`src/rtl/serialtx_fifo_if.sv`:
```
`default_nettype none
// ---------------------------------------------------------------------------
// serialtx_fifo_if -- pipelined Wishbone (stall/ack) register port. Rev 1.0
// ---------------------------------------------------------------------------
interface serialtx_fifo_if;
  logic [31:0] wb_addr;
  logic [31:0] wb_data_w;
  logic [31:0] wb_data_r;
  logic        wb_we;
  logic        wb_stb;
  logic        wb_cyc;
  logic        wb_ack;
  logic        wb_stall;

  modport master (
    output wb_addr, wb_data_w, wb_we, wb_stb, wb_cyc,
    input  wb_data_r, wb_ack, wb_stall
  );

  modport slave (
    input  wb_addr, wb_data_w, wb_we, wb_stb, wb_cyc,
    output wb_data_r, wb_ack, wb_stall
  );
endinterface
`default_nettype wire

```
`src/rtl/serialtx_fifo.sv`:
```
`default_nettype none
// ---------------------------------------------------------------------------
// serialtx_fifo -- Wishbone-fed transmit FIFO and configurable UART shifter.
// Revision: 1.0
// ---------------------------------------------------------------------------
module serialtx_fifo #(
  parameter int FRAME      = 8,
  parameter int FIFO_DEPTH = 4,
  parameter int DIVIDE     = 868,
  parameter int PARITY     = 0,
  parameter int STOP_BITS  = 1
) (
  input  wire logic        clk,
  input  wire logic        rst_n,
  serialtx_fifo_if.slave   wb,
  output logic             uart_tx
);
  localparam int c_aw    = $clog2(FIFO_DEPTH);
  localparam int c_idx_w = $clog2(FRAME);
  localparam logic [c_aw:0]      c_depth    = (c_aw + 1)'(FIFO_DEPTH);
  localparam logic [c_idx_w-1:0] c_last_idx = c_idx_w'(FRAME - 1);
  localparam logic               c_last_stp = 1'(STOP_BITS - 1);

  localparam logic [2:0] c_st_idle   = 3'd0;
  localparam logic [2:0] c_st_start  = 3'd1;
  localparam logic [2:0] c_st_data   = 3'd2;
  localparam logic [2:0] c_st_parity = 3'd3;
  localparam logic [2:0] c_st_stop   = 3'd4;

  localparam logic [1:0] c_a_txdata  = 2'd0;
  localparam logic [1:0] c_a_status  = 2'd1;
  localparam logic [1:0] c_a_divisor = 2'd2;
  localparam logic [1:0] c_a_count   = 2'd3;

  logic [FRAME-1:0]   r_mem [FIFO_DEPTH];
  logic [c_aw-1:0]    r_wr_ptr, r_rd_ptr;
  logic [c_aw:0]      r_level;
  logic [2:0]         r_state;
  logic [15:0]        r_bit_cnt, r_cur_div, r_div;
  logic [FRAME-1:0]   r_shift;
  logic               r_par, r_stop, r_tx, r_ack;
  logic [c_idx_w-1:0] r_idx;
  logic [31:0]        r_count, r_rdata, w_rd_mux;

  logic w_full, w_empty, w_accept, w_push, w_pop, w_div_wr, w_cnt_clr;
  logic w_bit_end, w_frame_end, w_busy, w_head_par, w_unused;
  logic [1:0]       w_sel;
  logic [FRAME-1:0] w_head;

  assign w_full      = (r_level == c_depth);
  assign w_empty     = (r_level == '0);
  assign w_sel       = wb.wb_addr[3:2];
  assign w_accept    = wb.wb_cyc && wb.wb_stb && !w_full;
  assign w_push      = w_accept && wb.wb_we && (w_sel == c_a_txdata);
  assign w_div_wr    = w_accept && wb.wb_we && (w_sel == c_a_divisor) && (wb.wb_data_w[15:1] != '0);
  assign w_cnt_clr   = w_accept && wb.wb_we && (w_sel == c_a_count);
  assign w_busy      = (r_state != c_st_idle);
  assign w_bit_end   = (r_bit_cnt == r_cur_div - 16'd1);
  assign w_frame_end = (r_state == c_st_stop) && w_bit_end && (r_stop == c_last_stp);
  // A frame end with data waiting pops immediately so the next start follows the stop bit.
  assign w_pop       = !w_empty && ((r_state == c_st_idle) || w_frame_end);
  assign w_head      = r_mem[r_rd_ptr];
  assign w_head_par  = (^w_head) ^ (PARITY == 2);
  assign w_unused    = &{1'b0, wb.wb_addr[31:4], wb.wb_addr[1:0], wb.wb_data_w[31:16]};

  assign wb.wb_stall  = wb.wb_cyc && w_full;
  assign wb.wb_ack    = r_ack;
  assign wb.wb_data_r = r_rdata;
  assign uart_tx      = r_tx;

  always_ff @(posedge clk) begin
    if (w_push) r_mem[r_wr_ptr] <= wb.wb_data_w[FRAME-1:0];
  end

  always_ff @(posedge clk or negedge rst_n) begin
    if (!rst_n) begin
      r_wr_ptr <= '0;
      r_rd_ptr <= '0;
      r_level  <= '0;
    end else begin
      if (w_push) r_wr_ptr <= r_wr_ptr + c_aw'(1);
      if (w_pop)  r_rd_ptr <= r_rd_ptr + c_aw'(1);
      case ({w_push, w_pop})
        2'b10:   r_level <= r_level + (c_aw + 1)'(1);
        2'b01:   r_level <= r_level - (c_aw + 1)'(1);
        default: r_level <= r_level;
      endcase
    end
  end

  always_ff @(posedge clk or negedge rst_n) begin
    if (!rst_n) begin
      r_state   <= c_st_idle;
      r_bit_cnt <= '0;
      r_cur_div <= 16'(DIVIDE);
      r_shift   <= '0;
      r_par     <= 1'b0;
      r_idx     <= '0;
      r_stop    <= 1'b0;
      r_tx      <= 1'b1;
    end else begin
      if (r_state != c_st_idle) r_bit_cnt <= w_bit_end ? 16'd0 : r_bit_cnt + 16'd1;
      // Frame load: divisor is sampled here, so later writes only affect the next frame.
      if (w_pop) begin
        r_state   <= c_st_start;
        r_bit_cnt <= '0;
        r_cur_div <= r_div;
        r_shift   <= w_head;
        r_par     <= w_head_par;
        r_tx      <= 1'b0;
      end else begin
        case (r_state)
          c_st_idle: r_tx <= 1'b1;
          c_st_start: if (w_bit_end) begin
            r_state <= c_st_data;
            r_idx   <= '0;
            r_tx    <= r_shift[0];
          end
          c_st_data: if (w_bit_end) begin
            if (r_idx == c_last_idx) begin
              r_stop <= 1'b0;
              if (PARITY != 0) begin
                r_state <= c_st_parity;
                r_tx    <= r_par;
              end else begin
                r_state <= c_st_stop;
                r_tx    <= 1'b1;
              end
            end else begin
              r_idx   <= r_idx + c_idx_w'(1);
              r_shift <= r_shift >> 1;
              r_tx    <= r_shift[1];
            end
          end
          c_st_parity: if (w_bit_end) begin
            r_state <= c_st_stop;
            r_tx    <= 1'b1;
          end
          c_st_stop: if (w_bit_end) begin
            if (r_stop == c_last_stp) r_state <= c_st_idle;
            else                      r_stop  <= 1'b1;
            r_tx <= 1'b1;
          end
          default: begin
            r_state <= c_st_idle;
            r_tx    <= 1'b1;
          end
        endcase
      end
    end
  end

  always_comb begin
    w_rd_mux = '0;
    case (w_sel)
      c_a_status:  w_rd_mux = {13'd0, w_empty, w_full, w_busy, 16'(r_level)};
      c_a_divisor: w_rd_mux = {16'd0, r_div};
      c_a_count:   w_rd_mux = r_count;
      default:     w_rd_mux = '0;
    endcase
  end

  always_ff @(posedge clk or negedge rst_n) begin
    if (!rst_n) begin
      r_div   <= 16'(DIVIDE);
      r_count <= '0;
      r_ack   <= 1'b0;
      r_rdata <= '0;
    end else begin
      if (w_div_wr) r_div <= wb.wb_data_w[15:0];
      if (w_cnt_clr)        r_count <= '0;
      else if (w_frame_end) r_count <= r_count + 32'd1;
      r_ack   <= w_accept;
      r_rdata <= (w_accept && !wb.wb_we) ? w_rd_mux : 32'd0;
    end
  end
endmodule
`default_nettype wire

```
`src/flat_wrapper.sv`:
```
// flat-port wrapper written by rule: the top's interface ports become plain ports
module serialtx_fifo_flat 
#(
  parameter int FRAME      = 8,
  parameter int FIFO_DEPTH = 4,
  parameter int DIVIDE     = 868,
  parameter int PARITY     = 0,
  parameter int STOP_BITS  = 1
)
  (clk, rst_n, uart_tx, wb_wb_addr, wb_wb_data_w, wb_wb_we, wb_wb_stb, wb_wb_cyc, wb_wb_data_r, wb_wb_ack, wb_wb_stall);
  serialtx_fifo_if wb_i ();
  input  wire logic clk;
  input  wire logic rst_n;
  output logic uart_tx;
  input wire logic [$bits(wb_i.wb_addr)-1:0] wb_wb_addr;
  input wire logic [$bits(wb_i.wb_data_w)-1:0] wb_wb_data_w;
  input wire logic [$bits(wb_i.wb_we)-1:0] wb_wb_we;
  input wire logic [$bits(wb_i.wb_stb)-1:0] wb_wb_stb;
  input wire logic [$bits(wb_i.wb_cyc)-1:0] wb_wb_cyc;
  output wire logic [$bits(wb_i.wb_data_r)-1:0] wb_wb_data_r;
  output wire logic [$bits(wb_i.wb_ack)-1:0] wb_wb_ack;
  output wire logic [$bits(wb_i.wb_stall)-1:0] wb_wb_stall;
  assign wb_i.wb_addr = wb_wb_addr;
  assign wb_i.wb_data_w = wb_wb_data_w;
  assign wb_i.wb_we = wb_wb_we;
  assign wb_i.wb_stb = wb_wb_stb;
  assign wb_i.wb_cyc = wb_wb_cyc;
  assign wb_wb_data_r = wb_i.wb_data_r;
  assign wb_wb_ack = wb_i.wb_ack;
  assign wb_wb_stall = wb_i.wb_stall;
  serialtx_fifo #(.FRAME(FRAME), .FIFO_DEPTH(FIFO_DEPTH), .DIVIDE(DIVIDE), .PARITY(PARITY), .STOP_BITS(STOP_BITS)) u_core (.clk(clk), .rst_n(rst_n), .wb(wb_i), .uart_tx(uart_tx));
endmodule
```
`config.mk`:
```
export PLATFORM = sky130hd
export DESIGN_NAME = serialtx_fifo_flat
export DESIGN_NICKNAME = d
export VERILOG_FILES = /design/src/rtl/serialtx_fifo_if.sv /design/src/rtl/serialtx_fifo.sv /design/src/flat_wrapper.sv
export SDC_FILE = /design/constraint.sdc
export NUM_CORES = 1
export LEC_CHECK = 0
export ABC_AREA = 1
export ABC_CLOCK_PERIOD_IN_PS = 4300
export BUFFER_PORTS_ARGS = -buffer_cell sky130_fd_sc_hd__buf_2
export CAP_MARGIN = 0
export CORE_MARGIN = 2
export CORE_UTILIZATION = 35
export CTS_CLUSTER_DIAMETER = 100
export CTS_CLUSTER_SIZE = 25
export DETAILED_ROUTE_END_ITERATION = 10
export SLEW_MARGIN = 20
export SYNTH_ARGS = -nofsm -noshare
export SYNTH_HDL_FRONTEND = slang
export SYNTH_SLANG_ARGS = --single-unit
export TNS_END_PERCENT = 30
```
`constraint.sdc`:
```
create_clock -name clk -period 4.3 [get_ports clk]
set_clock_uncertainty 0.05 [all_clocks]
set_input_delay 0.86 -clock clk [delete_from_list [all_inputs] [get_ports clk]]
set_output_delay 0.86 -clock clk [all_outputs]
set_load 0.1 [all_outputs]
```
==> results of run 1 <==
==> logic make-up after synthesis <==
family / after synthesis / share of synthesized area (%)
and+or+nand+nor: 517 / 26.9
DFF: 167 / 50.8
buffers and inverters: 151 / 7.32
AOI/OAI and AO/OA: 143 / 9.21
xor gates and xnor gates: 38 / 3.89
adders and majority gates: 11 / 1.69
muxes: 1 / 0.131
==> state kept, by name, summed over array words and instances (netlist names) <==
| register | count |
|---|---|
| u_core.wb.wb_ack | 1 |
| u_core.r_idx | 3 |
| u_core.uart_tx | 1 |
| u_core.r_count | 32 |
| u_core.r_shift | 8 |
| u_core.wb.wb_data_r | 32 |
| u_core.r_wr_ptr | 2 |
| u_core.r_mem | 32 |
| u_core.r_state | 3 |
| u_core.r_cur_div | 16 |
| u_core.r_bit_cnt | 16 |
| u_core.r_level | 3 |
| u_core.r_div | 16 |
| u_core.r_rd_ptr | 2 |
==> power by group through the flow <==
stage	Clock, mW	Sequential (mW)	Combinational (mW)
after floorplan	0	1.81	0.172
after global placement	0	1.78	0.309
after detailed placement	0	1.79	0.315
after CTS	1.55	1.76	0.317
after global routing	1.61	1.77	0.356
final	1.52	1.76	0.313
==> final timing paths <==
path                                           from                      end  slack, ns  depth (start not counted)
worst min-delay path                u_core.r_div[9]          u_core.r_div[9]       0.44                          2
max in group asynchronous                     rst_n  u_core.wb.wb_data_r[24]       2.87                          2
worst max-delay path            u_core.r_cur_div[0]        u_core.r_level[2]       0.83                         18
worst min register to register      u_core.r_div[9]          u_core.r_div[9]       0.44                          2
min in group asynchronous                     rst_n        u_core.r_shift[0]       0.47                          1
worst max register to register  u_core.r_cur_div[0]        u_core.r_level[2]       0.83                         18
==> final cells by class <==
type | count | area [sq um] | share of cell area [%]
multi-input cells | 710 | 3580 | 36.8
clock inverters | 8 | 96.3 | 0.989
inverters | 123 | 462 | 4.74
repair buffers | 65 | 354 | 3.64
clock buffers | 24 | 485 | 4.98
flip-flops and latches | 167 | 4350 | 44.7
well taps | 324 | 405 | 4.16
==> Yosys cell counts (4+ instances only) <==
master / n
ha_1: 10
or2_2: 4
o21ai_1: 19
nor2_2: 5
xnor2_1: 11
o21ai_2: 8
nand3_1: 70
dfrtp_1: 124
o22ai_1: 12
nand3b_1: 10
edfxtp_1: 32
nor2_1: 106
inv_1: 120
nor3_1: 38
dfstp_2: 11
nor4_1: 12
buf_6: 6
a21oi_1: 48
o21ai_0: 48
clkbuf_1: 14
nand4_1: 24
nand2_1: 232
xor2_1: 27
==> routing by layer <==
| metal | GRT usage [%] | routed length (microns) | part of all wire (%) | vias up |
|---|---|---|---|---|
| met2 | 28.7 | 10300 | 49 | 123 |
| li1 | - | - | - | 3493 |
| met4 | 4.79 | 341 | 1.6 | 0 |
| met3 | 2.48 | 699 | 3.3 | 26 |
| met5 | 0 | 0 | 0 | - |
| met1 | 22.5 | 9710 | 46 | 3284 |
==> worst register-to-register path, delay by kind of cell (launching register included) <==
| family | cells | cell delay, ns |
|---|---|---|
| xor+xnor | 1 | 0.15 |
| simple gates | 9 | 1.02 |
| buf+inv | 2 | 0.20 |
| flops | 1 | 0.39 |
| fa+ha+maj | 3 | 0.89 |
| compound gates | 3 | 0.65 |
==> results.md, run 1 <==
* Period utilization at 80.6%
* CTS Buf Count at 17
* Gate power share at 8.7%
* CTS sink cnt at 167
* Slew @ Worst Pin at 0.998 ns
* Synthesized instance count at 1028
* Number of synthesized flops with an enable pin at 32
* Final worst setup slack at 0.832 ns
* Area leader, netlist: dfrtp_1
* Top-area cell type share of the netlist area at 36.2%
* DIE WIDTH at 160 microns
* Switching share of total power at 25.1%
* First-pass GRT wire length at 34900 microns
* Cell Area, Synth at 0.00856 sq mm
* Final max-slew violation count at 0
* Starting density of the core at 35.4%
* Most common cell after layout, fill and taps aside: nand2_1
* Crit path launch type: flip-flop
* Final ANT Viol Nets at 0
* Buf/Inv on CP at 2
* Post-layout util at 40.3%
* Critical Path AT at 3.72 ns
* Gates resized, CTS repair at 0
* Critical Path Fanout Max at 10
* WP data required at 4.55 ns
* Final setup vio count at 0
* Hold_buf cts at 0
* Sequential share of power at 49.0%
* Dpl hpwl at 15100 microns
* Critical-path cell list: inv_1 > ha_1 > nand2_4 > nor2_1 > nand2_1 > nand2_1 > nand2_1 > nor2_1 > nand2_1 > nor2_2 > nand3_1 > a21oi_4 > ha_1 > inv_1 > fa_1 > a21oi_1 > o21ai_0 > xor2_1
* Final wirelength at 21000 microns
* Pwr Total at 3.59 mW
* Worst hold path type: reg2reg
* Synthesis-stage register bit count at 167
* Die Y at 160 microns
* Root buf cell: clkbuf_16
* Crit Path Class: reg2reg
* FP Rows at 57
* Buffers on Ports at 57
* Design Area, Final at 0.00974 sq mm
* Clk_lat worst skew at 0.42 ns
* Die ar. at 0.0257 sq mm
* I/O Pins at 104
* Clock share of power at 42.3%
* Psw at 900 uW
* CTS H-tree depth at 4
* Largest cells by area after synthesis: dfrtp_1 (36%), edfxtp_1 (11%), nand2_1 (10%)
* Critical path's top delay family: simple AND/OR/NAND/NOR gates
* FILL cells at 2436
* Ys async rst share at 80.8%
* Vias in the first global route at 6824
* Total setup buffers inserted after CTS at 0
* Antenna violations before repair at 0
* Crit-path most repeated cell: nand2_1
* RSZ-0062 raised after global routing: false
* First-pass iteration count of the detailed router at 5
* Placed Cells at 1389
* Largest net degree at the start of global routing at 110
* Outcome: finished, final reports clean
* Slowest CP cell: dfrtp_1
* Setup TNS at 0 ns
* Yosys warns at 0
* Longest Clk Path Bufs at 2
* DR vias at 6926
* Routed length per instance at 14.8 microns
* Distinct cells, synth at 43
* Hold slack final at 0.439 ns
* GR Util All Layers at 16.9%
* Setup WS pre-CTS at 0.844 ns
* Relative slew slack at 33.4%
* Leak pwr at 4.35 nW
* DR vias/cell at 4.87
* Layout cells sized above 1 at 12.4%
* Dpl cell area at 0.00916 sq mm
* Critical Path End Type: flip-flop
* Synthesized net count at 1108
* Max cap viols at 0
* Nets at 1164
* DRC errors left at 0
* Clock transition at path regs at 0.06 ns
* Grt total ovfl at 0
* Internal at 2.69 mW
* Most common flop cell mapped by yosys: dfrtp_1
* Worst VDD drop at 274 uV
* Largest stage delay on the critical path at 0.39 ns
* Core area at 0.0242 sq mm
* Placer congestion estimate at 0.897
* 1st-iter DRT viols at 468
* CTS tree: yes
* Tmin final at 3.47 ns
* N_diodes at 0
* Layout Cells excl Fill at 1421
* Final Hold Vio Count at 0
* Fmax at 288 MHz
* Synth Area per Inst at 8.33 sq um
* PwrDens at 369 mW/mm^2
* Commonest cells after routing, fill and taps aside: nand2_1 (232), dfrtp_1 (124), inv_1 (120)
* Seq/Total Area, Yosys at 50.8%
* Area Growth Syn to Fin at 13.7%
Note: power is estimated with default switching activity, not from simulation.
==> inputs of run 2 (changes only) <==
- ABC_AREA: 1 -> 0
- ABC_CLOCK_PERIOD_IN_PS: 4300 -> 3600
- clock period: 4.3 -> 3.6 ns (I/O delays scaled with it)
==> results.md, run 2 <==
* Clock share of power at 38.8%
* Switching share of total power at 27.6%
* FILL cells at 2149
* Final ANT Viol Nets at 0
* Critical Path Fanout Max at 2
* Distinct cells, synth at 53
* Synth Area in Compound Gates at 7.55%
* Core area at 0.0224 sq mm
* Hold slack final at 0.228 ns
* CTS Buf Count at 17
* Gate power share at 10.7%
* Clock transition at path regs at 0.07 ns
* Register Area at 0.00435 sq mm
* DRC errors left at 0
* GR Util All Layers at 15.5%
* I/O Pins at 104
* Dpl hpwl at 12400 microns
* Psw at 1.27 mW
* Outcome: finished, final reports clean
* WP data required at 3.90 ns
* Leak pwr at 4.07 nW
* Most common flop cell mapped by yosys: dfrtp_1
* CTS tree: yes
* Critical-path cell list: or4_4 > or4_4 > or3_4 > a2111oi_4 > and3_4 > o21ai_4 > inv_2 > ha_4 > inv_2 > fa_2 > xor2_1 > nor2_1 > xor2_1
* Antenna violations before repair at 0
* Post-Synth XOR/XNOR Area at 4.54%
* Hold_buf cts at 0
* Clk_lat worst skew at 0.43 ns
* Fmax at 279 MHz
* CTS H-tree depth at 4
* Nets at 839
* Commonest cells after routing, fill and taps aside: dfrtp_1 (124), nor2_1 (58), buf_2 (56)
* Yosys warns at 0
* First-pass iteration count of the detailed router at 4
* RSZ-0062 raised after global routing: true
* Area leader, netlist: dfrtp_1
* Die Y at 154 microns
* Ys async rst share at 80.8%
* Relative slew slack at 52.7%
* Tmin final at 3.59 ns
* Largest net degree at the start of global routing at 64
* Slew @ Worst Pin at 0.704 ns
* Slowest CP cell: or4_4
* Root buf cell: clkbuf_16
* Final max-slew violation count at 0
* N_diodes at 0
* Sequential share of power at 50.4%
* Worst VDD drop at 335 uV
* PwrDens at 491 mW/mm^2
* Adder-cell share of the synthesized area at 1.83%
* Buf/Inv on CP at 2
* Final setup vio count at 0
* Largest cells by area after synthesis: dfrtp_1 (39%), edfxtp_1 (12%), mux2_2 (4.7%)
* Number of synthesized flops with an enable pin at 32
* Synth Area per Inst at 11.6 sq um
* Top-count cell post-synth: dfrtp_1
* Vias in the first global route at 5459
* Synthesis-stage register bit count at 167
* Largest family of logic cells by synthesized area: simple AND/OR/NAND/NOR gates
* Area Growth Syn to Fin at 18.1%
* Pwr Total at 4.59 mW
* 1st-iter DRT viols at 308
* DIE WIDTH at 154 microns
* Starting density of the core at 35.3%
* Largest stage delay on the critical path at 0.55 ns
* Top-area cell type share of the netlist area at 39.2%
* Buffers on Ports at 57
* DR vias at 5424
* Critical path's top delay family: simple AND/OR/NAND/NOR gates
* Most common cell after layout, fill and taps aside: dfrtp_1
* Multi-input gate area at 0.00341 sq mm
* Critical Path AT at 3.89 ns
* Simple-Gate Fraction of Synth Area at 16.0%
* Die ar. at 0.0238 sq mm
* Top post-synthesis cells by count: dfrtp_1 (124), nor2_1 (59), a21oi_1 (34), mux2_2 (33), edfxtp_1 (32)
* Synthesized net count at 760
* Crit path launch type: flip-flop
* Synthesized instance count at 680
* Critical Path End Type: flip-flop
* Layout cells sized above 1 at 27.2%
* First-pass GRT wire length at 29200 microns
* Final wirelength at 17600 microns
* Layout Cells excl Fill at 1057
* Final Hold Vio Count at 0
* Post-layout util at 41.7%
* Seq/Total Area, Yosys at 55.0%
* FP Rows at 55
* Longest Clk Path Bufs at 2
* Crit Path Class: reg2reg
* Placed Cells at 1025
* Grt total ovfl at 0
* DR vias/cell at 5.13
* Multiplexer area fraction after synthesis at 12.4%
* Cell Area, Synth at 0.00792 sq mm
* Max cap viols at 0
* Routed length per instance at 16.6 microns
* R2R setup slack at 0.01 ns
* Period utilization at 99.7%
* Worst hold path type: in2async
* CTS sink cnt at 167
* Placer congestion estimate at 0.810
* Internal at 3.33 mW
==> run 2: layer usage <==
metal	vias up	track usage, %	part of all wire [%]
met5	-	0	0
met4	0	3.84	0.87
met3	12	3.00	2.9
met2	67	25.3	48
met1	2723	21.3	48
li1	2622	-	-
==> run 2: path summary, 6_finish.rpt <==
check / from / endpoint / cells past startpoint
setup / recovery: u_core.r_cur_div[1] / u_core.r_level[2] / 13
hold / removal: rst_n / u_core.wb.wb_data_r[17] / 1
setup reg to reg: u_core.r_cur_div[1] / u_core.r_level[2] / 13
hold reg to reg: u_core.r_count[22] / u_core.wb.wb_data_r[22] / 1
max in group asynchronous: rst_n / u_core.r_cur_div[2] / 2
min in group clk: u_core.r_count[22] / u_core.wb.wb_data_r[22] / 1
==> run 2: logic make-up after synthesis <==
logic type / count (synthesis)
simple gates: 239
compound gates: 95
flops: 167
buf+inv: 51
fa+ha+maj: 11
xor+xnor: 41
mux: 76
==> run 2: repair_timing <==
action,in CTS,in global routing
endpoints found under the setup margin,1,17
cloned,0,0
pin swaps,1,4
gates resized for setup,4,4
setup buffers,0,0
==> run 2: layout make-up <==
cell class                      instances  share of cell area (%)
Multi-Input combinational cell        462                    36.4
Tap cell                              285                    3.81
Clock buffer                           20                    4.99
Inverter                               21                   0.843
Sequential cell                       167                    46.6
Timing Repair Buffer                   90                    6.17
Clock inverter                         12                    1.20
==> run 2: per-stage QoR <==
step | cell area, sq um | TNS [ns] | setup WS, ns
finish | 9350 | 0 | 0.0110
global route | 9350 | -0.492 | -0.137
CTS | 9330 | -0.0260 | -0.0260
detailed placement | 8740 | -0.0771 | -0.0771
global placement | 8740 | -0.0502 | -0.0502
floorplan | 7940 | -0.674 | -0.400
==> run 2: power by group through the flow <==
stage | logic, mW | clock network [mW] | registers (mW)
after floorplan | 0.292 | 0 | 2.34
after global placement | 0.482 | 0 | 2.35
after detailed placement | 0.502 | 0 | 2.35
after CTS | 0.505 | 1.83 | 2.31
after global routing | 0.559 | 1.91 | 2.35
final | 0.494 | 1.78 | 2.32
